### config.mk
export PLATFORM = sky130hd
export DESIGN_NAME = stopwatch_ctrl
export DESIGN_NICKNAME = d
export VERILOG_FILES = /design/src/rtl/stopwatch_pkg.sv /design/src/rtl/mm_ss_counter.sv /design/src/rtl/stopwatch_ctrl.sv
export SDC_FILE = /design/constraint.sdc
export NUM_CORES = 1
export LEC_CHECK = 0
export BUFFER_PORTS_ARGS = -buffer_cell sky130_fd_sc_hd__buf_4
export CORE_MARGIN = 2
export CORE_UTILIZATION = 35
export CTS_CLUSTER_SIZE = 8
export DETAILED_ROUTE_END_ITERATION = 10
export MAX_ROUTING_LAYER = met4
export PLACE_DENSITY = 0.59
export SLEW_MARGIN = 20
export SYNTH_ARGS = -nofsm -noshare
export SYNTH_HDL_FRONTEND = slang
export SYNTH_SLANG_ARGS = --single-unit
export TNS_END_PERCENT = 10
### constraint.sdc
create_clock -name clk -period 2.94 [get_ports clk]
set_input_delay 0.588 -clock clk [delete_from_list [all_inputs] [get_ports clk]]
set_output_delay 0.588 -clock clk [all_outputs]
set_load 0.005 [all_outputs]
### src/rtl/stopwatch_pkg.sv
// stopwatch_pkg: shared definitions for the stopwatch controller slice.
// Contents:
//   TW        - width of the minute and second time fields.
//   SEC_MAX   - highest seconds value (59).
//   state_t   - FSM state encoding: ST_IDLE=0, ST_RUN=1, ST_PAUSE=2, ST_DONE=3.
//               This encoding is also visible on the debug 'state' port.
package stopwatch_pkg;

  localparam int TW = 6;

  localparam logic [TW-1:0] SEC_MAX = 6'd59;

  typedef enum logic [1:0] {
    ST_IDLE  = 2'd0,
    ST_RUN   = 2'd1,
    ST_PAUSE = 2'd2,
    ST_DONE  = 2'd3
  } state_t;

endpackage

### src/rtl/mm_ss_counter.sv
// mm_ss_counter: minute:second counter that can count up or down one second per tick.
// Ports:
//   clk, rst_n         - clock and asynchronous active-low reset.
//   tick               - advance the count by one second in direction 'dir'.
//   dir                - 0 = count up, 1 = count down.
//   load               - preset the count from load_min/load_sec, saturating
//                        out-of-range values.
//   clr                - force the count to 00:00. Clear has priority over load,
//                        and load has priority over tick.
//   load_min, load_sec - preset values.
//   min, sec           - current count.
//   at_terminal        - the count currently equals the terminal value for 'dir'.
//   next_terminal      - a tick in this cycle would produce the terminal value.
module mm_ss_counter
  import stopwatch_pkg::*;
#(
  parameter int MAX_MIN = 59
) (
  input  logic          clk,
  input  logic          rst_n,
  input  logic          tick,
  input  logic          dir,
  input  logic          load,
  input  logic          clr,
  input  logic [TW-1:0] load_min,
  input  logic [TW-1:0] load_sec,
  output logic [TW-1:0] min,
  output logic [TW-1:0] sec,
  output logic          at_terminal,
  output logic          next_terminal
);

  localparam logic [TW-1:0] MIN_MAX = TW'(MAX_MIN);

  logic [TW-1:0] load_min_sat;
  logic [TW-1:0] load_sec_sat;
  logic          up_term;
  logic          down_term;
  logic          up_next;
  logic          down_next;

  assign load_min_sat = (load_min > MIN_MAX) ? MIN_MAX : load_min;
  assign load_sec_sat = (load_sec > SEC_MAX) ? SEC_MAX : load_sec;

  // The up terminal is MAX_MIN:59 and the down terminal is 00:00. Each
  // terminal can only be reached from one neighbouring value.
  assign up_term   = (min == MIN_MAX) && (sec == SEC_MAX);
  assign down_term = (min == '0) && (sec == '0);
  assign up_next   = (min == MIN_MAX) && (sec == SEC_MAX - 6'd1);
  assign down_next = (min == '0) && (sec == 6'd1);

  assign at_terminal   = dir ? down_term : up_term;
  assign next_terminal = dir ? down_next : up_next;

  // Boundary guards keep the count legal even if a tick arrives at a terminal.
  always_ff @(posedge clk or negedge rst_n) begin
    if (!rst_n) begin
      min <= '0;
      sec <= '0;
    end else if (clr) begin
      min <= '0;
      sec <= '0;
    end else if (load) begin
      min <= load_min_sat;
      sec <= load_sec_sat;
    end else if (tick) begin
      if (dir) begin
        if (sec != '0) begin
          sec <= sec - 6'd1;
        end else if (min != '0) begin
          sec <= SEC_MAX;
          min <= min - 6'd1;
        end
      end else begin
        if (sec != SEC_MAX) begin
          sec <= sec + 6'd1;
        end else if (min != MIN_MAX) begin
          sec <= '0;
          min <= min + 6'd1;
        end
      end
    end
  end

endmodule

### src/rtl/stopwatch_ctrl.sv
// stopwatch_ctrl: run/pause/clear/load controller for an mm:ss stopwatch or countdown timer.
// Ports:
//   clk, rst_n          - clock and asynchronous active-low reset.
//   cmd_start           - start from IDLE, or resume from PAUSE.
//   cmd_pause           - freeze the count and the prescaler while running.
//   cmd_clear           - return to IDLE with the count at 00:00.
//   cmd_load            - preset the count and return to IDLE. Ignored while running.
//   mode_down           - count direction. It is latched only when a start from IDLE
//                         is accepted.
//   load_min, load_sec  - preset values. Out-of-range values saturate.
//   second, minute      - current count.
//   running             - high while in RUN.
//   done                - one-cycle pulse when the terminal count is reached.
//   state               - FSM state, for debug.
// Command priority is clear > load > start > pause.
module stopwatch_ctrl
  import stopwatch_pkg::*;
#(
  parameter int TICK_DIV = 1000,
  parameter int MAX_MIN  = 59
) (
  input  logic          clk,
  input  logic          rst_n,
  input  logic          cmd_start,
  input  logic          cmd_pause,
  input  logic          cmd_clear,
  input  logic          cmd_load,
  input  logic          mode_down,
  input  logic [TW-1:0] load_min,
  input  logic [TW-1:0] load_sec,
  output logic [TW-1:0] second,
  output logic [TW-1:0] minute,
  output logic          running,
  output logic          done,
  output logic [1:0]    state
);

  localparam logic [15:0] PRESC_LAST = 16'(TICK_DIV - 1);

  state_t      state_q, state_d;
  logic [15:0] presc_q, presc_d;
  logic        mode_q, mode_d;
  logic        done_q, done_d;
  logic        running_q, running_d;
  logic        tick;
  logic        cnt_load;
  logic        cnt_dir;
  logic        at_terminal;
  logic        next_terminal;

  assign cnt_load = cmd_load && !cmd_clear && (state_q != ST_RUN);

  // In IDLE, the terminal check must use the direction that is about to be
  // latched. In every other state, it uses the latched mode.
  assign cnt_dir = (state_q == ST_IDLE) ? mode_down : mode_q;

  mm_ss_counter #(
    .MAX_MIN(MAX_MIN)
  ) u_counter (
    .clk          (clk),
    .rst_n        (rst_n),
    .tick         (tick),
    .dir          (cnt_dir),
    .load         (cnt_load),
    .clr          (cmd_clear),
    .load_min     (load_min),
    .load_sec     (load_sec),
    .min          (minute),
    .sec          (second),
    .at_terminal  (at_terminal),
    .next_terminal(next_terminal)
  );

  // The prescaler advances on every RUN cycle. A tick is applied before any
  // pause in the same cycle, so a tick that reaches the terminal moves the
  // FSM to DONE instead of PAUSE.
  always_comb begin
    state_d = state_q;
    presc_d = presc_q;
    mode_d  = mode_q;
    done_d  = 1'b0;
    tick    = 1'b0;

    if (state_q == ST_RUN && !cmd_clear) begin
      if (presc_q == PRESC_LAST) begin
        tick    = 1'b1;
        presc_d = '0;
      end else begin
        presc_d = presc_q + 16'd1;
      end
    end

    if (cmd_clear || cnt_load) begin
      state_d = ST_IDLE;
      presc_d = '0;
    end else begin
      case (state_q)
        ST_IDLE: begin
          if (cmd_start) begin
            mode_d  = mode_down;
            presc_d = '0;
            if (at_terminal) begin
              state_d = ST_DONE;
              done_d  = 1'b1;
            end else begin
              state_d = ST_RUN;
            end
          end
        end
        ST_RUN: begin
          if (tick && next_terminal) begin
            state_d = ST_DONE;
            done_d  = 1'b1;
          end else if (cmd_pause) begin
            state_d = ST_PAUSE;
          end
        end
        ST_PAUSE: begin
          if (cmd_start) begin
            state_d = ST_RUN;
          end
        end
        ST_DONE: begin
          state_d = ST_DONE;
        end
        default: begin
          state_d = ST_IDLE;
        end
      endcase
    end

    running_d = (state_d == ST_RUN);
  end

  always_ff @(posedge clk or negedge rst_n) begin
    if (!rst_n) begin
      state_q   <= ST_IDLE;
      presc_q   <= '0;
      mode_q    <= 1'b0;
      done_q    <= 1'b0;
      running_q <= 1'b0;
    end else begin
      state_q   <= state_d;
      presc_q   <= presc_d;
      mode_q    <= mode_d;
      done_q    <= done_d;
      running_q <= running_d;
    end
  end

  assign state   = state_q;
  assign running = running_q;
  assign done    = done_q;

endmodule

---- Word level (Yosys, flattened, before mapping) ----
Cells that the tools add are included.
operators by class
  bitwise operators ....................... 1
  reductions and logical operators ........ 21
  $lt $le $gt $ge ......................... 2
  add/subtract/negate cells ............... 5
  mux-type cells .......................... 40
  eq/ne operators ......................... 16
operators with widths
  cell                   number
  $mux 6                 18
  $mux 16                5
  $eq 6x6->1 const B     3
  $add 16x1->16 const B  1
  $eq 16x10->1 const B   1
  $add 6x1->6 const B    2
  $gt 6x6->1 const B     2
  $logic_not 6->1        2
  $mux 2                 6
  $ne 6x6->1 const B     2
  $reduce_bool 6->1      2
  $sub 6x1->6 const B    2
  $mux 1                 9
  $logic_and 1x1->1      8
  $ne 4x4->1 const B     2
  $pmux 2 s4             1
  $eq 6x1->1 const B     1
  $reduce_and 3->1       2
  $ne 5x5->1 const B     1
  $reduce_and 5->1       1
  $reduce_bool 5->1      1
  $eq 2x1->1 const B     2
  $eq 2x2->1 const B     2
  $ne 4x3->1 const B     1
  other kinds (8)        8
word-level totals
  logic and storage cells ................. 92
  register bits ........................... 33
  output and inout port bits .............. 16

---- Longest topological paths before layout ----
Gate-level depths: netlist of run 1.
  word-level depth ........................ 8
  depth in mapped cells ................... 11
  gate-level depth less buffers ........... 10

---- Modules after synthesis ----
A second synthesis of run 1 with hierarchy kept.
second synthesis, totals
  cells, all modules ...................... 280
  area total of the unflattened synthesis .. 2471.1 um^2
modules (own cells, without submodules)
  module          area an instance (um^2)  sequential area each (um^2)  cells an instance  times used
  mm_ss_counter   1323.8                   300.3                        160                1
  stopwatch_ctrl  1147.4                   525.5                        120                1

---- Worst setup path after synthesis of run 1 ----
OpenSTA, ideal clock, no wires.
  path kind ............................... in2reg
  from .................................... in mode_down
  to ...................................... reg u_counter.min[4]
  required time ........................... 2.846 ns
  buffers on the path ..................... 0
  slack ................................... 0.569 ns
  arrival ................................. 2.277 ns
  stages .................................. 10
  setup time .............................. 0.094 ns
  cell sequence ........................... or3b_1 nand2_2 inv_2 fa_1 inv_1 a21o_1 a21oi_1 xnor2_1 mux2i_1 a211oi_1
on the way
  word-level cells in the longest chain between the ends .. 5
RTL lines
  item                  RTL line              text
  start, declared       stopwatch_ctrl.sv:28  input logic mode_down,
  $mux 1 *              stopwatch_ctrl.sv:55  assign cnt_dir = (state_q == ST_IDLE) ? mode_down : mode_q;
  $mux 6                mm_ss_counter.sv:67   if (dir) begin
  $mux 6                mm_ss_counter.sv:66   end else if (tick) begin
  $mux 6                mm_ss_counter.sv:63   end else if (load) begin
  $mux 6                mm_ss_counter.sv:60   end else if (clr) begin
  end signal, assigned  mm_ss_counter.sv:64   min <= load_min_sat;
  end signal, assigned  mm_ss_counter.sv:72   min <= min - 6'd1;
  end signal, assigned  mm_ss_counter.sv:79   min <= min + 6'd1;
  end, declared         mm_ss_counter.sv:27   output logic [TW-1:0] min,
Mark *: on every way between the ends. The rest lies on a longest branch, timed or not. The select of a mux whose other input is x is not followed.
A chain may end at the register's enable or synchronous reset.

---- Worst setup path in the final report of run 1 ----
  from .................................... reg state_q[0] (netlist: state[0])
  to ...................................... reg u_counter.min[4]
on the way
  word-level cells in the longest chain between the ends .. 6
RTL lines
  item                    RTL line               text
  start, declared         stopwatch_ctrl.sv:40   state_t state_q, state_d;
  start signal, assigned  stopwatch_ctrl.sv:143  state_q <= state_d;
  $logic_not 2->1         stopwatch_ctrl.sv:55
  $mux 1                  stopwatch_ctrl.sv:55
  $mux 6                  mm_ss_counter.sv:67
  $mux 6                  mm_ss_counter.sv:66
  $mux 6                  mm_ss_counter.sv:63
  $mux 6                  mm_ss_counter.sv:60
Several ways; a longest one is shown, not always the timed one. The select of a mux whose other input is x is not followed.

==> results of run 1 <==
-- stage by stage --
| step | total power [uW] | cells | setup WS, ns |
|---|---|---|---|
| after CTS | 1180 | 377 | 0.469 |
| after global placement | 842 | 369 | 0.349 |
| after detailed placement | 845 | 369 | 0.280 |
| after global routing | 1240 | 377 | 0.190 |
| after floorplan | 727 | 263 | 0.569 |
| final | 1170 | 377 | 0.485 |
-- cells by family after synthesis --
group / Yosys count / synth area share
flops: 33 / 0.357
simple gates: 111 / 0.249
buf+inv: 20 / 0.0335
fa+ha+maj: 11 / 0.0628
xor+xnor: 24 / 0.0909
compound gates: 57 / 0.174
mux: 7 / 0.0319
-- flip-flops by register name, indices dropped and copies added (netlist names) --
register / count
presc_q: 16
running: 1
u_counter.min: 6
u_counter.sec: 6
done: 1
mode_q: 1
state: 2
-- worst max-delay path: stages (launching register included) --
cell	delay, ns
dfrtp_1	0.46
or3b_1	0.43
nand2_2	0.22
inv_2	0.15
fa_1	0.42
inv_1	0.07
a21o_1	0.10
a21oi_1	0.07
xnor2_1	0.13
mux2i_1	0.09
a211oi_1	0.23
-- Yosys cell counts, types with 4 or more instances --
| cell | n |
|---|---|
| mux2i_1 | 4 |
| nand4_1 | 7 |
| xor2_1 | 11 |
| o21ai_0 | 9 |
| nor2_1 | 37 |
| xnor2_1 | 13 |
| and2_1 | 5 |
| nand2_1 | 22 |
| nor3_1 | 4 |
| dfrtp_1 | 33 |
| clkbuf_1 | 8 |
| nor4_1 | 5 |
| ha_1 | 10 |
| a21oi_1 | 13 |
| a211oi_1 | 8 |
| inv_1 | 9 |
| nand3_1 | 9 |
-- path summary, 6_finish.rpt --
check,startpoint,end,slack [ns],depth (start not counted)
max,state[0]$_DFF_PN0_,u_counter.min[4]$_DFFE_PN0P_,0.48,10
min,rst_n,u_counter.min[5]$_DFFE_PN0P_,0.24,1
max reg2reg,state[0]$_DFF_PN0_,u_counter.min[4]$_DFFE_PN0P_,0.48,10
min reg2reg,mode_q$_DFFE_PN0P_,mode_q$_DFFE_PN0P_,0.50,1
max in group asynchronous,rst_n,presc_q[2]$_DFF_PN0_,2.39,1
min in group clk,mode_q$_DFFE_PN0P_,mode_q$_DFFE_PN0P_,0.50,1
-- power by group --
part	internal [uW]	total (uW)	switching, uW
clock network	164	333	169
registers	477	527	50.1
logic	148	309	160
-- per-layer routing --
| metal | vias to the layer above | track usage | part of all wire |
|---|---|---|---|
| met5 | - | - | 0 |
| met4 | 0 | 0.0476 | 0.012 |
| met3 | 4 | 0.0457 | 0.056 |
| met2 | 57 | 0.227 | 0.42 |
| met1 | 953 | 0.232 | 0.51 |
| li1 | 1011 | - | - |
-- final cells by class --
class,instances,area share
flip-flops and latches,33,0.301
multi-input cells,210,0.513
well taps,77,0.0351
repair buffers,39,0.107
clock inverters,2,0.00365
clock buffers,6,0.0264
inverters,10,0.0137
==> run summary, run 1 <==
Starting Density - 0.362
Share of cells above drive strength 1 - 0.210
Initial DRC Count - 164
Vias per cell - 5.37
WL/cell - 14.7 microns
Commonest non-fill, non-tap cells in the layout - buf_4, nor2_1, dfrtp_1, nand2_1
Endpoint class of the critical path - register
Tcrit/Tclk final - 0.835
Pwr/cell area - 426 nW/um^2
Crit Path Category - reg2reg
Leak pwr - 0.00120 uW
Skew final - 0.00289 ns
CTS tree - done
Floorplan core area - 6390 sq um
Synth Flop Type - dfrtp_1
VDD IR max - 0.195 mV
Post-CTS setup buffers - 0
HPWL Detailed - 4.10 mm
Slew @ Worst Pin - 0.657 ns
GRT overflow - 0
Mapped Cells - 263
Core Util, Final - 0.430
Arr. time, crit path - 2.65 ns
CTS Buffer Depth - 2
Worst Path Max Fanout - 10
Clock Sinks - 33
Gr usage total - 0.164
Clk root buf - clkbuf_8
Number of fill cells - 634
WP data required - 3.14 ns
Antenna Nets Post-Route - 0
# nets final - 329
Die width - 85.3 microns
Max cap viols - 0
Final setup violating endpoints - 0
GPL Wtd Cong - 0.881
Max-slew violations - 0
Top cell type by total area after synthesis - dfrtp_1
Async set-reset flop share out of synthesis - 1.00
DRC - 0
CTS buffer count - 5
Setup TNS Final - 0 ns
Top cell type's share of synthesized area - 0.357
Area Growth Syn to Fin - 18.7%
Initial antenna violation count - 0
Post-route cell area - 2740 sq um
Rel. slew slack - 0.558
Post-place instance area - 2660 sq um
#FFs+latches synth - 33
RSZ-0062 raised after global routing - no
Clk Latency, worst-skew pair - 0.28 ns
Status - completed
Mapped Nets - 293
Hold WS - 0.240 ns
Post-synth EDFFs - 0
Post-synthesis cell type count - 57
Vias in the first global route - 1900
Synth area leaders - dfrtp_1, nor2_1, ha_1, xnor2_1, xor2_1
Synth Area per Inst - 8.79 sq um
Yosys warns - 0
Post-synthesis sequential area ratio - 0.357
First-pass GRT wire length - 9.23 mm
Setup crit start kind - register
Area of the multi-input gates - 1410 sq um
# diodes - 0
Largest net degree at the start of global routing - 34
FF/Latch Area - 826 sq um
Commonest non-fill, non-tap cell in the layout - buf_4
Io pins - 35
Clk slew on worst S/H paths - 0.07 ns
Die H - 85.3 microns
Maximum clock frequency - 0.407 GHz
CTS Hold Bufs - 0
# resized after CTS - 0
Row count - 29
Final WL - 5.54 mm
Min-delay worst type - in2async
H-tree levels - 2
Die ar. - 7270 sq um
Vias - 2025
Fin crit period - 2.46 ns
Hold Violations, Final - 0
Port bufs - 34
Mapped Area - 2310 sq um
DR pass1 iterations - 4
(Power assumes the default switching activity.)
==> run 2, diff against run 1 <==
==> constraint.sdc (replaced) <==
create_clock -name clk -period 2.3 [get_ports clk]
set_input_delay 0.46 -clock clk [delete_from_list [all_inputs] [get_ports clk]]
set_output_delay 0.46 -clock clk [all_outputs]
set_load 0.005 [all_outputs]
==> run summary, run 2 (synthesized netlist as in run 1, its figures left out) <==
H-tree levels - 2 (unchanged)
Clock Sinks - 33 (unchanged)
CP max stage delay - 0.55 ns (+0.09 ns)
Max cap viols - 0 (unchanged)
Final setup violating endpoints - 0 (unchanged)
Port bufs - 34 (unchanged)
Pwr/cell area - 531 nW/um^2 (+25%)
DR pass1 iterations - 4 (unchanged)
Crit Path Category - reg2reg
DRC - 0 (unchanged)
RSZ-0062 raised after global routing - no
Floorplan core area - 6390 sq um (unchanged)
Die ar. - 7270 sq um (unchanged)
Tcrit/Tclk final - 0.961 (+0.126)
Max-slew violations - 0 (unchanged)
Initial DRC Count - 178 (+8.5%)
Commonest non-fill, non-tap cell in the layout - buf_4
Hold Violations, Final - 0 (unchanged)
Commonest non-fill, non-tap cells in the layout - buf_4, nor2_1, dfrtp_1, nand2_1
Final WL - 5.85 mm (+5.6%)
Skew final - 0.00814 ns (+0.00525 ns)
Arr. time, crit path - 2.38 ns (-0.27 ns)
# nets final - 355 (+7.9%)
# resized after CTS - 0 (unchanged)
Antenna Nets Post-Route - 0 (unchanged)
Post-CTS setup buffers - 0 (unchanged)
First-pass GRT wire length - 9.83 mm (+6.5%)
CTS Hold Bufs - 0 (unchanged)
GRT overflow - 0 (unchanged)
Vias in the first global route - 2039 (+7.3%)
CTS buffer count - 5 (unchanged)
CTS Buffer Depth - 2 (unchanged)
VDD IR max - 0.376 mV (+93%)
RR Endpoint - u_counter.sec[5]$_DFFE_PN0P_
Vias - 2129 (+5.1%)
GPL Wtd Cong - 0.863 (-2.0%)
Maximum clock frequency - 0.453 GHz (+11%)
Largest net degree at the start of global routing - 34 (unchanged)
Clk Latency, worst-skew pair - 0.29 ns (about the same)
Clk slew on worst S/H paths - 0.08 ns (about the same)
Vias per cell - 5.28 (-1.6%)
Setup crit start kind - register
FF/Latch Area - 826 sq um (unchanged)
Die H - 85.3 microns (unchanged)
Post-place instance area - 2850 sq um (+7.1%)
Gr usage total - 0.173 (+0.00921)
Io pins - 35 (unchanged)
Critical R2R Launch - presc_q[10]$_DFF_PN0_
CTS tree - done
Reg2reg setup slack - 0.09 ns (-0.39 ns)
Rel. slew slack - 0.705 (+0.147)
WL/cell - 14.5 microns (-1.3%)
HPWL Detailed - 4.43 mm (+8.0%)
Clk root buf - clkbuf_8
Largest register FFs - 16 (unchanged)
Worst Path Max Fanout - 8 (-2)
Worst r2r path cells - 4 (-6)
Number of fill cells - 612 (-3.5%)
Row count - 29 (unchanged)
Crit path cell chain - or4_4, or4_4, o21ai_4, mux2_2
Post-route cell area - 2960 sq um (+7.7%)
Area Growth Syn to Fin - 27.8%
WP data required - 2.47 ns (-0.67 ns)
Most used cell, CP - or4_4
Largest regs - presc_q x16, u_counter.min x6, u_counter.sec x6
Status - completed
Setup TNS Final - 0 ns (unchanged)
# diodes - 0 (unchanged)
Slew @ Worst Pin - 0.442 ns (-0.215 ns)
Initial antenna violation count - 0 (unchanged)
Slowest library cell on the worst path - or4_4
Starting Density - 0.362 (unchanged)
Area of the multi-input gates - 1420 sq um (+0.53%)
Top reg by flops - presc_q
Fin crit period - 2.21 ns (-0.245 ns)
Share of cells above drive strength 1 - 0.279 (+0.0691)
Leak pwr - 0.00133 uW (+10%)
Min-delay worst type - in2async
Endpoint class of the critical path - register
Die width - 85.3 microns (unchanged)
[run 2: through the flow]
stage,setup slack [ns],util,power (uW),cells,hold WS (ns)
CTS,0.0134,0.460,1590,401,0.114
floorplan,0.00125,-,933,263,0.164
finish,0.0902,0.463,1570,403,0.102
global route,0.0170,0.463,1670,403,0.128
global placement,0.0639,0.446,1130,393,0.435
detailed placement,0.0271,0.446,1130,393,0.440
[run 2: area by class of cell]
class	instances	share of cell area
flip-flops and latches	33	0.279
well taps	77	0.0326
repair buffers	65	0.165
multi-input cells	210	0.479
clock buffers	5	0.0233
clock inverters	3	0.00762
inverters	10	0.0127
[run 2: worst max-delay path by stage]
stage                                startpoint                      endpoint  slack, ns  cells past startpoint
after CTS                  presc_q[7]$_DFF_PN0_  u_counter.sec[5]$_DFFE_PN0P_       0.01                      5
after global placement                mode_down  u_counter.min[4]$_DFFE_PN0P_       0.06                     11
after detailed placement              mode_down  u_counter.min[5]$_DFFE_PN0P_       0.03                     10
final                     presc_q[10]$_DFF_PN0_  u_counter.sec[5]$_DFFE_PN0P_       0.09                      4
after floorplan              state[1]$_DFF_PN0_  u_counter.min[4]$_DFFE_PN0P_      0.001                     11
after global routing       presc_q[7]$_DFF_PN0_  u_counter.sec[5]$_DFFE_PN0P_       0.02                      5
[run 2: critical path, delay by kind of cell, from the launching register on]
| kind | cells | cell delay [ns] |
|---|---|---|
| AOI/OAI and AO/OA | 1 | 0.25 |
| DFF | 1 | 0.38 |
| muxes | 1 | 0.37 |
| and+or+nand+nor | 2 | 1.10 |
[run 2: layer usage]
metal,GRT usage,vias to the layer above,part of all wire
li1,-,1073,-
met1,0.251,985,0.51
met5,-,-,0
met4,0.0534,0,0.016
met3,0.0263,9,0.048
met2,0.248,62,0.43
[run 2: power by group]
group          total (uW)  leakage (uW)  internal [uW]  switching [uW]
Combinational         479      0.000845            232             247
Clock                 449     0.0000364            212             236
Sequential            642      0.000444            610            32.1
==> run 3, diff against run 2 <==
--- a/config.mk
+++ b/config.mk
@@ -6,7 +6,6 @@
 export NUM_CORES = 1
 export LEC_CHECK = 0
 export BUFFER_PORTS_ARGS = -buffer_cell sky130_fd_sc_hd__buf_4
-export CORE_MARGIN = 2
 export CORE_UTILIZATION = 35
 export CTS_CLUSTER_SIZE = 8
 export DETAILED_ROUTE_END_ITERATION = 10
==> constraint.sdc (replaced) <==
create_clock -name clk -period 2.17 [get_ports clk]
set_input_delay 0.434 -clock clk [delete_from_list [all_inputs] [get_ports clk]]
set_output_delay 0.434 -clock clk [all_outputs]
set_load 0.005 [all_outputs]
==> run summary, run 3 (synthesized netlist as in run 1, its figures left out) <==
Clk Latency, worst-skew pair - 0.29 ns (about the same)
Initial DRC Count - 88 (-51%)
Vias - 2172 (+2.0%)
Fin crit period - 2.18 ns (-0.0346 ns)
Vias in the first global route - 2068 (+1.4%)
Floorplan core area - 6350 sq um (-0.57%)
Final WL - 5.93 mm (+1.4%)
First-pass GRT wire length - 10.1 mm (+3.3%)
Tcrit/Tclk final - 1.00 (+0.0416)
Area of the multi-input gates - 1460 sq um (+3.0%)
RSZ-0062 raised after global routing - yes
FF/Latch Area - 826 sq um (unchanged)
VDD IR max - 0.244 mV (-35%)
Io pins - 35 (unchanged)
# nets final - 360 (+1.4%)
Clk pwr share - 0.337 (+0.051)
Maximum clock frequency - 0.460 GHz (+1.6%)
Pwr/cell area - 595 nW/um^2 (+12%)
Clk root buf - clkbuf_8
Final setup violating endpoints - 2 (+2)
Sw Pwr - 548 uW (+6.3%)
WL/cell - 14.5 microns (+0.14%)
Largest regs - presc_q x16, u_counter.min x6, u_counter.sec x6
CTS Hold Bufs - 0 (unchanged)
# diodes - 0 (unchanged)
Rel. slew slack - 0.651 (-0.0546)
Commonest non-fill, non-tap cells in the layout - buf_4, nor2_1, dfrtp_1, nand2_1, xnor2_1
Setup crit start kind - register
Die H - 83.3 microns (-2.3%)
Status - finished with violations
WP data required - 2.35 ns (-0.12 ns)
Antenna Nets Post-Route - 0 (unchanged)
Share of cells above drive strength 1 - 0.314 (+0.0351)
DR pass1 iterations - 5 (+1)
Die width - 83.3 microns (-2.3%)
Reg power frac - 0.376 (-0.033)
Initial antenna violation count - 0 (unchanged)
DRC - 0 (unchanged)
Gr usage total - 0.186 (+0.0131)
Area Growth Syn to Fin - 32.8%
Crit Path Category - reg2reg
Min-delay worst type - in2async
Largest register FFs - 16 (unchanged)
Combinational share of power - 0.287 (-0.018)
Vias per cell - 5.32 (+0.77%)
Core Util, Final - 0.484 (+0.0210)
Endpoint class of the critical path - register
Commonest non-fill, non-tap cell in the layout - buf_4
Largest net degree at the start of global routing - 34 (unchanged)
Port bufs - 34 (unchanged)
Hold Violations, Final - 0 (unchanged)
GRT overflow - 0 (unchanged)
Max-slew violations - 0 (unchanged)
Die ar. - 6940 sq um (-4.6%)
Violated checks - negative setup slack
Slew @ Worst Pin - 0.524 ns (+0.0819 ns)
Row count - 29 (unchanged)
Number of fill cells - 620 (+1.3%)
Max cap viols - 0 (unchanged)
Starting Density - 0.364 (+0.00207)
Internal Power - 1280 uW (+21%)
Worst Path Max Fanout - 5 (-3)
H-tree levels - 2 (unchanged)
Switching Share - 0.300 (-0.0283)
CTS tree - done
Top reg by flops - presc_q
Skew final - 0.00526 ns (-0.00288 ns)
Clk slew on worst S/H paths - 0.07 ns (about the same)
GPL Wtd Cong - 0.804 (-6.9%)
Hold WS - 0.0785 ns (-0.0239 ns)
HPWL Detailed - 4.47 mm (+1.0%)
Setup TNS Final - -0.00971 ns (-0.00971 ns)
Leak pwr - 0.00138 uW (+3.8%)
Arr. time, crit path - 2.36 ns (-0.02 ns)
Clock Sinks - 33 (unchanged)
CTS Buffer Depth - 2 (unchanged)
Post-route worst setup slack - -0.00515 ns (-0.0954 ns)
CTS buffer count - 5 (unchanged)
[run 3: changes by cell type in the layout (fill, tap and decap cells not counted), sizes merged]
cell,previous run,this run
clkbuf,5,6
bufinv,0,1
buf,65,69
clkinvlp,3,1
o21ai,10,11
[run 3: repair_timing]
| item | 4_1_cts | 5_1_grt |
|---|---|---|
| pin swaps | 2 | 2 |
| setup buffers | 1 | 0 |
| cloned | 1 | 0 |
| gates resized for setup | 2 | 5 |
| setup endpoints to repair | 4 | 9 |
[run 3: power groups by stage]
stage | combinational (uW) | clock (uW) | sequential (uW)
6_report | 525 | 616 | 686
3_5_place_dp | 514 | 0 | 698
5_1_grt | 581 | 658 | 691
2_1_floorplan | 302 | 0 | 692
4_1_cts | 519 | 629 | 686
3_3_place_gp | 509 | 0 | 698
[run 3: worst paths after layout]
| check | from | endpoint | slack (ns) | cells after the start |
|---|---|---|---|---|
| worst max register to register | presc_q[4]$_DFF_PN0_ | u_counter.sec[4]$_DFFE_PN0P_ | -0.005 | 4 |
| worst min register to register | mode_q$_DFFE_PN0P_ | mode_q$_DFFE_PN0P_ | 0.50 | 1 |
| min in group clk | cmd_pause | state[0]$_DFF_PN0_ | 0.35 | 2 |
| worst max-delay path | presc_q[4]$_DFF_PN0_ | u_counter.sec[4]$_DFFE_PN0P_ | -0.005 | 4 |
| worst min-delay path | rst_n | u_counter.sec[1]$_DFFE_PN0P_ | 0.08 | 1 |
| max in group asynchronous | rst_n | presc_q[12]$_DFF_PN0_ | 1.77 | 1 |
[run 3: worst max-delay path: stages (launching register included)]
cell     delay, ns
dfrtp_1       0.38
or4_4         0.56
or4_4         0.55
o21ai_4       0.22
mux2_2        0.36
[run 3: area by class of cell]
cell class              instances  area share
clock buffers                   6      0.0269
inverters                      10      0.0130
well taps                      77      0.0314
multi-input cells             211       0.475
clock inverters                 2      0.0122
repair buffers                 69       0.173
flip-flops and latches         33       0.269
[run 3: metal layers]
| metal | global-route usage | share of wire | up-vias |
|---|---|---|---|
| met1 | 0.253 | 0.50 | 1026 |
| met2 | 0.282 | 0.44 | 51 |
| met4 | 0.0564 | 0.017 | 0 |
| li1 | - | - | 1085 |
| met5 | - | 0 | - |
| met3 | 0.0338 | 0.048 | 10 |
[run 3: per-stage QoR]
stage	setup slack [ns]	area (sq um)	power, uW	std cells
after floorplan	-0.0237	2340	994	263
after global placement	-0.0144	2910	1210	398
after detailed placement	-0.0675	2910	1210	398
after CTS	-0.0283	3050	1830	408
after global routing	-0.0921	3070	1930	408
final	-0.00515	3070	1830	408
